[config.mk]
export PLATFORM = sky130hd
export DESIGN_NAME = video_frame_crc_probe
export DESIGN_NICKNAME = d
export VERILOG_FILES = /design/src/rtl/video_frame_crc_probe.sv
export SDC_FILE = /design/constraint.sdc
export NUM_CORES = 1
export LEC_CHECK = 0
export ABC_AREA = 1
export BUFFER_PORTS_ARGS = -buffer_cell sky130_fd_sc_hd__buf_2
export CAP_MARGIN = 25
export CORE_MARGIN = 3
export CORE_UTILIZATION = 35
export CTS_CLUSTER_SIZE = 20
export DETAILED_ROUTE_END_ITERATION = 8
export PLACE_DENSITY = 0.56
export SLEW_MARGIN = 20
export SYNTH_ARGS = -nofsm -noshare
export SYNTH_HDL_FRONTEND = slang
export SYNTH_SLANG_ARGS = --single-unit
[constraint.sdc]
create_clock -name i_clk -period 12.3 [get_ports i_clk]
set_input_delay 2.46 -clock i_clk [delete_from_list [all_inputs] [get_ports i_clk]]
set_output_delay 2.46 -clock i_clk [all_outputs]
set_load 0.01 [all_outputs]
[src/rtl/video_frame_crc_probe.sv]
// Golden-signature probe for the PMOD video stream. It recovers the active window from the sync edges,
// then accumulates a CRC-16/CCITT, a lit-pixel count and a line count over one armed frame.
module video_frame_crc_probe #(
  parameter int H_START  = 160,
  parameter int H_ACTIVE = 1024,
  parameter int V_START  = 29,
  parameter int V_ACTIVE = 768,
  parameter int TO_BITS  = 22
) (
  input  logic        i_clk,
  input  logic        i_rst,
  input  logic [7:0]  i_vid_in,
  input  logic        i_arm,
  output logic        o_busy,
  output logic        o_frame_done,
  output logic        o_timeout,
  output logic [15:0] o_crc_out,
  output logic [19:0] o_lit_cnt,
  output logic [9:0]  o_line_cnt
);

  localparam logic [1:0] S_IDLE     = 2'd0;
  localparam logic [1:0] S_WAIT_SOF = 2'd1;
  localparam logic [1:0] S_ACCUM    = 2'd2;

  localparam logic [10:0] H_LO = 11'(H_START);
  localparam logic [10:0] H_HI = 11'(H_START + H_ACTIVE);
  localparam logic [9:0]  V_LO = 10'(V_START);
  localparam logic [9:0]  V_HI = 10'(V_START + V_ACTIVE);
  localparam logic [TO_BITS-1:0] WD_LAST = {TO_BITS{1'b1}};

  logic               r_hs_d;
  logic               r_vs_d;
  logic [10:0]        r_hpos;
  logic [9:0]         r_vline;
  logic [1:0]         r_state;
  logic [TO_BITS-1:0] r_wd;
  logic [15:0]        r_crc_acc;
  logic [19:0]        r_lit_acc;
  logic [9:0]         r_line_acc;
  logic [15:0]        r_crc_out;
  logic [19:0]        r_lit_cnt;
  logic [9:0]         r_line_cnt;
  logic               r_frame_done;
  logic               r_timeout;

  logic               w_hsync;
  logic               w_vsync;
  logic               w_hs_fall;
  logic               w_vs_rise;
  logic               w_vs_fall;
  logic               w_active;
  logic [7:0]         w_pix;
  logic [15:0]        w_crc_next;
  logic [19:0]        w_lit_next;
  logic [9:0]         w_line_next;
  logic [TO_BITS-1:0] w_wd_next;
  logic               w_wd_expire;

  // One byte folded MSB-first into CRC-16/CCITT (poly 0x1021, no reflection, no xorout).
  function automatic logic [15:0] crc16_byte(input logic [15:0] crc, input logic [7:0] data);
    logic [15:0] c;
    c = crc;
    for (int b = 7; b >= 0; b--) begin
      if (c[15] ^ data[b]) c = {c[14:0], 1'b0} ^ 16'h1021;
      else                 c = {c[14:0], 1'b0};
    end
    return c;
  endfunction

  assign w_vsync   = i_vid_in[7];
  assign w_hsync   = i_vid_in[6];
  assign w_pix     = {2'b00, i_vid_in[5:0]};
  assign w_hs_fall = r_hs_d & ~w_hsync;
  assign w_vs_rise = ~r_vs_d & w_vsync;
  assign w_vs_fall = r_vs_d & ~w_vsync;
  assign w_active  = (r_hpos >= H_LO) && (r_hpos < H_HI) && (r_vline >= V_LO) && (r_vline < V_HI);

  assign w_crc_next  = w_active ? crc16_byte(r_crc_acc, w_pix) : r_crc_acc;
  assign w_lit_next  = r_lit_acc + 20'(w_active && (i_vid_in[5:0] != 6'd0));
  assign w_line_next = (w_hs_fall && (r_line_acc != 10'h3FF)) ? r_line_acc + 10'd1 : r_line_acc;
  assign w_wd_next   = r_wd + 1'b1;
  assign w_wd_expire = (w_wd_next == WD_LAST);

  // Timing recovery runs regardless of the measurement state.
  always_ff @(posedge i_clk or posedge i_rst) begin
    if (i_rst) begin
      r_hs_d  <= 1'b0;
      r_vs_d  <= 1'b0;
      r_hpos  <= 11'd0;
      r_vline <= 10'd0;
    end else begin
      r_hs_d <= w_hsync;
      r_vs_d <= w_vsync;
      if (w_hs_fall)              r_hpos <= 11'd0;
      else if (r_hpos != 11'h7FF) r_hpos <= r_hpos + 11'd1;
      if (w_vs_fall)                             r_vline <= 10'd0;
      else if (w_hs_fall && r_vline != 10'h3FF)  r_vline <= r_vline + 10'd1;
    end
  end

  always_ff @(posedge i_clk or posedge i_rst) begin
    if (i_rst) begin
      r_state      <= S_IDLE;
      r_wd         <= '0;
      r_crc_acc    <= 16'hFFFF;
      r_lit_acc    <= 20'd0;
      r_line_acc   <= 10'd0;
      r_crc_out    <= 16'd0;
      r_lit_cnt    <= 20'd0;
      r_line_cnt   <= 10'd0;
      r_frame_done <= 1'b0;
      r_timeout    <= 1'b0;
    end else begin
      r_frame_done <= 1'b0;
      case (r_state)
        S_IDLE: begin
          if (i_arm) begin
            r_state   <= S_WAIT_SOF;
            r_timeout <= 1'b0;
            r_wd      <= '0;
          end
        end
        S_WAIT_SOF: begin
          if (w_vs_rise) begin
            r_state    <= S_ACCUM;
            r_crc_acc  <= 16'hFFFF;
            r_lit_acc  <= 20'd0;
            r_line_acc <= 10'd0;
            r_wd       <= '0;
          end else if (w_wd_expire) begin
            r_state   <= S_IDLE;
            r_timeout <= 1'b1;
          end else begin
            r_wd <= w_wd_next;
          end
        end
        S_ACCUM: begin
          r_crc_acc  <= w_crc_next;
          r_lit_acc  <= w_lit_next;
          r_line_acc <= w_line_next;
          // The closing vs_rise cycle's own update is included in the latched results.
          if (w_vs_rise) begin
            r_crc_out    <= w_crc_next;
            r_lit_cnt    <= w_lit_next;
            r_line_cnt   <= w_line_next;
            r_frame_done <= 1'b1;
            r_state      <= S_IDLE;
          end else if (w_wd_expire) begin
            r_state   <= S_IDLE;
            r_timeout <= 1'b1;
          end else begin
            r_wd <= w_wd_next;
          end
        end
        default: r_state <= S_IDLE;
      endcase
    end
  end

  assign o_busy       = (r_state == S_WAIT_SOF) || (r_state == S_ACCUM);
  assign o_frame_done = r_frame_done;
  assign o_timeout    = r_timeout;
  assign o_crc_out    = r_crc_out;
  assign o_lit_cnt    = r_lit_cnt;
  assign o_line_cnt   = r_line_cnt;

endmodule
==> results of run 1 <==
-- routing by layer --
layer,wire [um],track usage [%]
met2,7930,24.4
met1,9240,22.7
met5,7,0
met4,255,5.00
met3,447,2.89
-- registers in the layout, summed over array words and instances (netlist names) --
register and count:
o_crc_out 16, o_frame_done 1, o_line_cnt 10, o_lit_cnt 20, o_timeout 1, r_crc_acc 16
r_hpos 11, r_hs_d 1, r_line_acc 10, r_lit_acc 20, r_state 2, r_vline 10
r_vs_d 1, r_wd 22
-- cell families after synthesis --
family / Yosys count
AND/OR/NAND/NOR: 468
XOR/XNOR: 49
adder cells (fa/ha/maj): 14
flip-flops: 141
AO/OA/AOI/OAI: 138
buffers and inverters: 152
-- how the worst max path moves through the flow --
stage                startpoint            end  depth (start not counted)
floorplan                 i_rst   o_crc_out[0]                          1
global placement    i_vid_in[1]  r_lit_acc[16]                         15
detailed placement  i_vid_in[0]  r_lit_acc[16]                         15
CTS                 i_vid_in[0]  r_lit_acc[16]                         15
global route         r_vline[0]  r_lit_acc[16]                         19
finish              i_vid_in[0]  r_lit_acc[16]                         15
-- power groups by stage --
stage / sequential, uW / clock [uW] / combinational [uW]
floorplan: 622 / 0 / 179
global placement: 602 / 0 / 335
detailed placement: 601 / 0 / 338
CTS: 594 / 498 / 340
global route: 603 / 519 / 376
finish: 592 / 487 / 332
-- per-stage QoR --
step                instance area [um^2]  hold slack (ns)  setup slack (ns)
floorplan                           7610            0.459              6.09
global placement                    8220            0.460              7.61
detailed placement                  8220            0.462              7.51
CTS                                 8770            0.479              7.94
global route                        8770            0.505              7.50
finish                              8770            0.474              7.94
-- worst min-delay path: stages, from the launching register on --
cell and delay [ns]:
dfrtp_1 0.34, nand2_1 0.05, nand2_1 0.05
-- layout make-up --
type / instances / area [um^2]
Clock buffer: 21 / 470
Sequential cell: 141 / 3550
Inverter: 126 / 478
Tap cell: 275 / 344
Fill cell: 2154 / 12500
Multi-Input combinational cell: 669 / 3500
Clock inverter: 10 / 80.1
Timing Repair Buffer: 66 / 348
-- cell usage in the layout (no fill, tap or decap), drive strengths merged, types with 14 or more instances in the layout --
master / count
o21ai: 81
nand2: 245
nand3: 100
o22ai: 20
xnor2: 19
buf: 66
dfstp: 16
ha: 14
a21oi: 14
dfrtp: 125
nor2: 79
nand4: 16
o21a: 16
xor2: 30
inv: 130
clkbuf: 21
nor3: 17
==> qor.csv, run 1 <==
metric;value;unit
antenna violations before repair;1;
share of power burned in registers;41.9;%
worst hold path type;reg2reg;
Post-synth EDFFs;0;
placed cell count;1277;
vias;6300;
chip width;153;um
core region area;21200;um^2
worst reg2reg setup slack;8.02;ns
post-synthesis compound-gate area fraction;10.2;%
slowest CP cell;ha_1;
grt total ovfl;0;
CTS Buf Count;17;
worst flop-to-flop path startpoint;r_vline[0];
largest net degree at the start of global routing;78;
post-detail-place hpwl;12300;um
Layout Nets;1046;
Switching Fraction;33.7;%
GRT Total Usage;15.8;%
routability cong.;0.822;
Mapped Nets;987;
Reg2Reg Capture Point;r_lit_acc[16];
simple-gate area share of the yosys netlist;27.7;%
worst-skew pair later-pin latency;0.43;ns
final core utilization;41.3;%
Syn Inst Count;962;
Root Driver;clkbuf_16;
Worst Hold Launch;o_line_cnt[2];
nature of the critical path endpoint;register;
I/O pin count;60;
Detailed Route WL;17900;um
Arr. time, crit path;4.62;ns
drt via density;4.82;
Hold Path Sink;o_line_cnt[2];
Commonest cells post-synth;237 x nand2_1, 125 x dfrtp_1, 123 x inv_1;
Top delay family on crit path;simple AND/OR/NAND/NOR gates;
CP peak stage delay;0.28;ns
worst vdd ir;0.000102;V
htree depth;4;
CP Max Fanout;4;
cell area power density;161;nW/um^2
Post-Layout Cell Count;1308;
CTS Buffer Depth;2;
post-synthesis cell type count;35;
DRC Markers;0;
Comb pwr share;23.6;%
ANT cells;0;
vias in the first global route;6250;
synth warn;0;
crit start category;input pin;
Rows;53;
Post-Synth XOR/XNOR Area;5.64;%
most frequent cell after synthesis;nand2_1;
Rel. slew slack;43.1;%
Starting Density;35.9;%
Final TNS setup;0;ns
proportion of layout cells with a drive suffix above 1;14.3;%
Worst-path clk slew;0.06;ns
Reg2Reg Depth;19;
post-synthesis adder-cell area fraction;2.30;%
Hold Path Depth;2;
post-synthesis sequential area ratio;46.6;%
Mean Syn Cell Area;7.91;um^2
CP Data Required Time;12.57;ns
Syn-to-layout area delta;15.2;%
switching power;476;uW
Final Hold Viols;0;
clock network fraction of design power;34.5;%
MaxCap Viol Count;0;
kind of critical path;in2reg;
total design power;1410;uW
drt first-iter violations;385;
first-pass GRT wire length;31100;um
clock sink count;141;
critical-path cell list;buf_2 -> nor4_1 -> a21oi_1 -> ha_1 -> ha_1 -> nand3_1 -> nor2_1 -> nand2_1 -> nor2_1 -> nand2_1 -> nor2_2 -> nand2_1 -> nor2_1 -> xor2_1 -> o22ai_1;
internal power;935;uW
routed len/inst;13.7;um
status;finished, final reports clean;
largest family of logic cells by synthesized area;simple AND/OR/NAND/NOR gates;
setup violators final;0;
Main synth FF type;dfrtp_1;
share of Yosys cell area claimed by the top area cell type;41.1;%
Static Leak;0.00382;uW
Setup Skew;0.0154;ns
Mapped Area;7610;um^2
Post-CTS Setup Bufs;0;
largest area contributor in the netlist;dfrtp_1;
First-pass DRT Iterations;4;
actual slew at the worst max-slew pin;0.854;ns
leading post-synthesis cells by cell area;dfrtp_1 41%, nand2_1 12%, nand3_1 6.2%;
antenna-violating nets left;0;
CTS tree;yes;
hold-fix buffers at CTS;0;
Resized cells post-CTS;0;
final period utilization;35.4;%
mux cell area share after synthesis;0;%
die footprint;23600;um^2
Seq cells post-synth;141;
asr flop ratio synth;100;%
DIE HEIGHT;153;um
min cycle time layout;4.36;ns
number of port buffers;59;
Worst Path Buf+Inv;1;
Slew Viols, Final;0;
RSZ-0062 raised after global routing;no;
Max Fclk;230;MHz
Power figures use the tool's default switching activity.
==> run 2: changes to the inputs <==
- clock period: 12.3 -> 4.13 ns (I/O delays scaled with it)
==> run 2 against run 1 <==
  * Critical path depth rose by 4
  * Design area rose by 1.5%
  * Sequential cell count did not move
  * Utilization rose by 0.63 points
  * Largest power group unchanged
  * Hold slack got worse by 0.00087 ns
  * Critical endpoint unchanged
  * Setup slack got worse by 7.2 ns
  * Clock-buffer cell count fell by 4
==> qor.csv, run 2 (synthesis gave the netlist of run 1 again) <==
metric;value;unit;change
status;finished, final reports clean;;unchanged
actual slew at the worst max-slew pin;0.832;ns;was 0.854 ns
clock sink count;141;;unchanged
nature of the critical path endpoint;register;;unchanged
Slew Viols, Final;0;;unchanged
CP Max Fanout;20;;was 4
kind of critical path;reg2reg;;was in2reg
CTS Buffer Depth;2;;unchanged
first-pass GRT wire length;30800;um;was 31100 um
DRC Markers;0;;unchanged
Hold Path Depth;2;;unchanged
die footprint;23600;um^2;unchanged
most common cell after layout, fill and taps aside;nand2_1;;unchanged
Reg2Reg Depth;19;;unchanged
CP Data Required Time;4.40;ns;was 12.57 ns
drt first-iter violations;339;;was 385
Resized cells post-CTS;0;;unchanged
total design power;4340;uW;was 1410 uW
worst-skew pair later-pin latency;0.43;ns;about the same
hold-fix buffers at CTS;0;;unchanged
critical-path cell list;o21ai_0 -> nand3_1 -> xor2_1 -> nor2_2 -> nand2_1 -> buf_4 -> a21oi_1 -> ha_1 -> ha_1 -> nand3_1 -> nor2_1 -> nand2_1 -> nor2_1 -> nand2_1 -> nor2_2 -> nand2_1 -> nor2_1 -> xor2_1 -> o22ai_1;;was buf_2 -> nor4_1 -> a21oi_1 -> ha_1 -> ha_1 -> nand3_1 -> nor2_1 -> nand2_1 -> nor2_1 -> nand2_1 -> nor2_2 -> nand2_1 -> nor2_1 -> xor2_1 -> o22ai_1
First-pass DRT Iterations;5;;was 4
Max Fclk;293;MHz;
RSZ-0062 raised after global routing;no;;unchanged
proportion of layout cells with a drive suffix above 1;15.1;%;was 14.3%
cell area power density;488;nW/um^2;was 161 nW/um^2
Layout Nets;1052;;was 1046
chip width;153;um;unchanged
number of port buffers;59;;unchanged
filler cell count;2131;;was 2154
Post-CTS Setup Bufs;0;;unchanged
drt via density;4.83;;was 4.82
worst setup margin;0.721;ns;was 7.94 ns
Detailed Route WL;17800;um;was 17900 um
CP peak stage delay;0.41;ns;was 0.28 ns
Final TNS setup;0;ns;unchanged
DIE HEIGHT;153;um;unchanged
Rel. slew slack;44.4;%;was 43.1%
I/O pin count;60;;unchanged
antenna violations before repair;0;;was 1
vias;6354;;was 6300
final period utilization;82.5;%;
core region area;21200;um^2;unchanged
largest net degree at the start of global routing;83;;was 78
worst hold path type;reg2reg;;unchanged
antenna-violating nets left;0;;unchanged
Rows;53;;unchanged
routed len/inst;13.6;um;was 13.7 um
crit start category;register;;was input pin
Final Hold Viols;0;;unchanged
Syn-to-layout area delta;16.9;%;was 15.2%
MaxCap Viol Count;0;;unchanged
critical path's most frequent cell;nand2_1;;
Root Driver;clkbuf_16;;unchanged
slowest CP cell;dfrtp_1;;was ha_1
max reg flops;22;;unchanged
CTS Buf Count;17;;unchanged
setup violators final;0;;unchanged
Levels on crit path;19;;was 15
post-detail-place hpwl;12500;um;was 12300 um
Top delay family on crit path;simple AND/OR/NAND/NOR gates;;unchanged
ANT cells;0;;unchanged
most frequent cells in the layout;237 x nand2_1, 125 x dfrtp_1, 122 x inv_1, 95 x nand3_1, 73 x o21ai_0;;unchanged
Arr. time, crit path;3.68;ns;was 4.62 ns
worst vdd ir;0.000273;V;was 0.000102 V
Place WS;0.698;ns;was 7.51 ns
Starting Density;35.9;%;unchanged
CTS tree;yes;;unchanged
Biggest register;r_wd;;unchanged
routability cong.;0.812;;was 0.822
Static Leak;0.00389;uW;was 0.00382 uW
Setup Skew;0.0175;ns;was 0.0154 ns
grt total ovfl;0;;unchanged
vias in the first global route;6253;;was 6250
Worst-path clk slew;0.07;ns;was 0.06 ns
Worst Path Buf+Inv;1;;unchanged
min cycle time layout;3.41;ns;
GRT Total Usage;15.7;%;was 15.8%
htree depth;4;;unchanged
## run 2: cell count changes in the layout (fill, tap and decap cells not counted), sizes merged
cell / previous run / this run
clkinv: 3 / 4
inv: 130 / 133
buf: 66 / 72
bufinv: 0 / 1
clkbuf: 21 / 17
## run 2: metal layers
metal  routed length (um)  track usage, %  vias to the layer above
met5                    0               0                        -
met4                  118            3.91                        0
met3                  645            3.26                        8
met2                 8240            24.9                      100
met1                 8820            21.9                     2999
li1                     -               -                     3247
## run 2: per-stage QoR
stage	utilization (%)	cell area [um^2]	instances	hold WS [ns]
CTS	41.9	8880	1314	0.482
floorplan	-	7610	962	0.459
global route	41.9	8900	1315	0.500
finish	41.9	8900	1315	0.473
global placement	39.0	8270	1282	0.460
detailed placement	39.0	8270	1282	0.464
## run 2: path summary, 6_finish.rpt
path | startpoint | to | slack (ns)
setup / recovery | r_hpos[5] | r_lit_acc[16] | 0.72
hold / removal | o_line_cnt[5] | o_line_cnt[5] | 0.47
setup reg to reg | r_hpos[5] | r_lit_acc[16] | 0.72
hold reg to reg | o_line_cnt[5] | o_line_cnt[5] | 0.47
max in group asynchronous | i_rst | r_crc_acc[7] | 2.67
min in group asynchronous | i_rst | o_crc_out[12] | 0.55
## run 2: worst reg2reg max path: stages (launching register included)
cell	delay (ns)
dfrtp_1	0.41
o21ai_0	0.21
nand3_1	0.12
xor2_1	0.17
nor2_2	0.11
nand2_1	0.06
buf_4	0.20
a21oi_1	0.19
ha_1	0.25
ha_1	0.20
nand3_1	0.12
nor2_1	0.17
nand2_1	0.12
nor2_1	0.14
nand2_1	0.09
nor2_2	0.16
nand2_1	0.09
nor2_1	0.14
xor2_1	0.22
o22ai_1	0.09
## run 2: layout make-up
class	instances	area, um^2	share of cell area [%]
clock inverter	15	193	2.17
inverter	126	477	5.36
timing repair buffer	72	413	4.64
multi-input combinational	669	3500	39.3
tap	275	344	3.87
sequential	141	3550	39.9
clock buffer	17	425	4.78
## run 2: power by group
group | leakage [uW] | switching [uW] | total (uW) | internal (uW)
registers | 0.00181 | 153 | 1760 | 1610
logic | 0.00178 | 638 | 995 | 357
clock network | 0.000295 | 709 | 1580 | 875
==> run 3: changes to the inputs <==
- clock period: 4.13 -> 3.4 ns (I/O delays scaled with it)
==> run 3 against run 2 <==
  * Setup slack lost 0.36 ns
  * Hold slack lost 0.089 ns
  * Critical path depth unchanged
  * Combinational power increased by 21%
  * Maximum frequency is 12% higher
  * Via count shrank 1.3%
  * First-iteration DRC count down 9.4%
  * Sequential share of layout area shrank 0.20 points
  * Clock skew fell by 0.0041 ns
  * Non-clock buffer count rose by 1
  * Clock-buffer cell count did not move
  * Die area unchanged
  * Critical path type unchanged
  * Largest power group unchanged
==> qor.csv, run 3 (synthesis gave the netlist of run 1 again) <==
metric;value;unit;change
Rel. slew slack;32.2;%;was 44.4%
Layout Nets;1053;;was 1052
max reg flops;22;;unchanged
Slew Viols, Final;0;;unchanged
filler cell count;2164;;was 2131
Hold Path Depth;1;;was 2
largest net degree at the start of global routing;53;;was 83
Rows;53;;unchanged
cell area power density;598;nW/um^2;was 488 nW/um^2
Top delay family on crit path;simple AND/OR/NAND/NOR gates;;unchanged
Max Fclk;329;MHz;was 293 MHz
CP Max Fanout;4;;was 20
worst-skew pair later-pin latency;0.42;ns;was 0.43 ns
Arr. time, crit path;3.32;ns;was 3.68 ns
RSZ-0062 raised after global routing;no;;unchanged
Reg2Reg Depth;19;;unchanged
proportion of layout cells with a drive suffix above 1;15.5;%;was 15.1%
clock network fraction of design power;37.7;%;was 36.5%
Place WS;0.128;ns;was 0.698 ns
Biggest register;r_wd;;unchanged
Worst Path Buf+Inv;1;;unchanged
antenna violations before repair;1;;was 0
antenna-violating nets left;0;;unchanged
share of power burned in registers;39.9;%;was 40.6%
CP Data Required Time;3.67;ns;was 4.40 ns
drt via density;4.77;;was 4.83
Syn-to-layout area delta;17.5;%;was 16.9%
Static Leak;0.00391;uW;was 0.00389 uW
Worst-path clk slew;0.07;ns;about the same
CTS Buffer Depth;2;;unchanged
vias in the first global route;5958;;was 6253
nature of the critical path endpoint;register;;unchanged
crit start category;register;;unchanged
actual slew at the worst max-slew pin;1.01;ns;was 0.832 ns
drt first-iter violations;307;;was 339
first-pass GRT wire length;30100;um;was 30800 um
GRT Total Usage;15.6;%;was 15.7%
htree depth;4;;unchanged
Switching Fraction;32.2;%;was 34.5%
internal power;3630;uW;was 2840 uW
First-pass DRT Iterations;5;;unchanged
status;finished, final reports clean;;unchanged
most common cell after layout, fill and taps aside;nand2_1;;unchanged
clock sink count;141;;unchanged
Comb pwr share;22.4;%;was 22.9%
DRC Markers;0;;unchanged
Root Driver;clkbuf_16;;unchanged
slowest CP cell;dfrtp_1;;unchanged
vias;6271;;was 6354
ANT cells;0;;unchanged
worst vdd ir;0.000332;V;was 0.000273 V
critical-path cell list;inv_1 -> ha_1 -> o21ai_1 -> nor2_1 -> nor2_2 -> nand2_1 -> a21oi_2 -> ha_2 -> ha_1 -> nand3_1 -> nor2_2 -> nand2_1 -> nor2_2 -> nand2_1 -> nor2_4 -> nand2_1 -> nor2_2 -> xor2_1 -> o22ai_1;;was o21ai_0 -> nand3_1 -> xor2_1 -> nor2_2 -> nand2_1 -> buf_4 -> a21oi_1 -> ha_1 -> ha_1 -> nand3_1 -> nor2_1 -> nand2_1 -> nor2_1 -> nand2_1 -> nor2_2 -> nand2_1 -> nor2_1 -> xor2_1 -> o22ai_1
worst hold path type;in2reg;;was reg2reg
setup violators final;0;;unchanged
die footprint;23600;um^2;unchanged
DIE HEIGHT;153;um;unchanged
Detailed Route WL;17800;um;about the same
number of port buffers;59;;unchanged
total design power;5350;uW;was 4340 uW
Starting Density;35.9;%;unchanged
switching power;1720;uW;was 1500 uW
I/O pin count;60;;unchanged
Levels on crit path;19;;unchanged
core region area;21200;um^2;unchanged
Final TNS setup;0;ns;unchanged
MaxCap Viol Count;0;;unchanged
kind of critical path;reg2reg;;unchanged
multi-input logic area;3520;um^2;was 3500 um^2
CP peak stage delay;0.37;ns;was 0.41 ns
register area;3550;um^2;unchanged
post-detail-place hpwl;12500;um;about the same
hold-fix buffers at CTS;0;;unchanged
routability cong.;0.779;;was 0.812
routed len/inst;13.5;um;was 13.6 um
final period utilization;89.5;%;was 82.5%
grt total ovfl;0;;unchanged
Final Hold Viols;0;;unchanged
chip width;153;um;unchanged
worst setup margin;0.357;ns;was 0.721 ns
min cycle time layout;3.04;ns;was 3.41 ns
CTS tree;yes;;unchanged
CTS Buf Count;17;;unchanged
Setup Skew;0.0134;ns;was 0.0175 ns
most frequent cells in the layout;237 x nand2_1, 125 x dfrtp_1, 122 x inv_1, 95 x nand3_1, 73 x o21ai_0;;unchanged
run 3: cell count changes in the layout (fill, tap and decap cells not counted), moves of 2 or more:
| cell | before | now |
|---|---|---|
| clkinv_8 | 4 | 0 |
| bufinv_16 | 1 | 4 |
| clkinv_4 | 0 | 4 |
| clkinvlp_4 | 3 | 1 |
| inv_8 | 5 | 2 |
| nor2_1 | 61 | 59 |
run 3: worst reg2reg max path, cell delays in order (launching register included):
cell	delay [ns]
dfrtp_1	0.37
inv_1	0.09
ha_1	0.20
o21ai_1	0.17
nor2_1	0.08
nor2_2	0.12
nand2_1	0.11
a21oi_2	0.14
ha_2	0.22
ha_1	0.18
nand3_1	0.13
nor2_2	0.15
nand2_1	0.11
nor2_2	0.11
nand2_1	0.10
nor2_4	0.13
nand2_1	0.09
nor2_2	0.12
xor2_1	0.20
o22ai_1	0.09
run 3: per-stage QoR:
stage	instance area, um^2	std cells	util (%)	hold slack [ns]
floorplan	7610	962	-	0.459
global placement	8280	1283	39.0	0.460
detailed placement	8280	1283	39.0	0.462
CTS	8920	1314	42.0	0.367
global route	8940	1315	42.2	0.372
finish	8940	1315	42.2	0.385
run 3: timing repair:
item,in CTS,in global routing
buffers inserted,0,1
gates resized for setup,0,6
endpoints found under the setup margin,0,6
run 3: worst paths after layout:
check | startpoint | end | slack, ns
max | r_vline[0] | r_lit_acc[16] | 0.36
max in group asynchronous | i_rst | r_crc_acc[7] | 2.24
max reg2reg | r_vline[0] | r_lit_acc[16] | 0.36
min | i_vid_in[6] | r_hs_d | 0.38
min in group asynchronous | i_rst | o_crc_out[1] | 0.40
min reg2reg | o_line_cnt[5] | o_line_cnt[5] | 0.47
run 3: layout make-up:
class,count,area share [%]
Clock buffer,17,4.76
Clock inverter,14,2.34
Inverter,126,5.33
Multi-Input combinational cell,669,39.3
Sequential cell,141,39.7
Tap cell,275,3.85
Timing Repair Buffer,73,4.76
run 3: power groups by stage:
stage | sequential (uW) | combinational [uW] | clock, uW
after floorplan | 2250 | 648 | 0
after global placement | 2170 | 1220 | 0
after detailed placement | 2170 | 1220 | 0
after CTS | 2140 | 1230 | 2060
after global routing | 2180 | 1350 | 2140
final | 2140 | 1200 | 2020
run 3: layer usage:
metal | vias to the layer above | share of wire (%) | GRT usage, %
met3 | 10 | 3.5 | 3.51
met2 | 88 | 46 | 24.5
li1 | 3244 | - | -
met1 | 2927 | 50 | 22.1
met4 | 2 | 0.65 | 3.41
met5 | - | 0.073 | 0
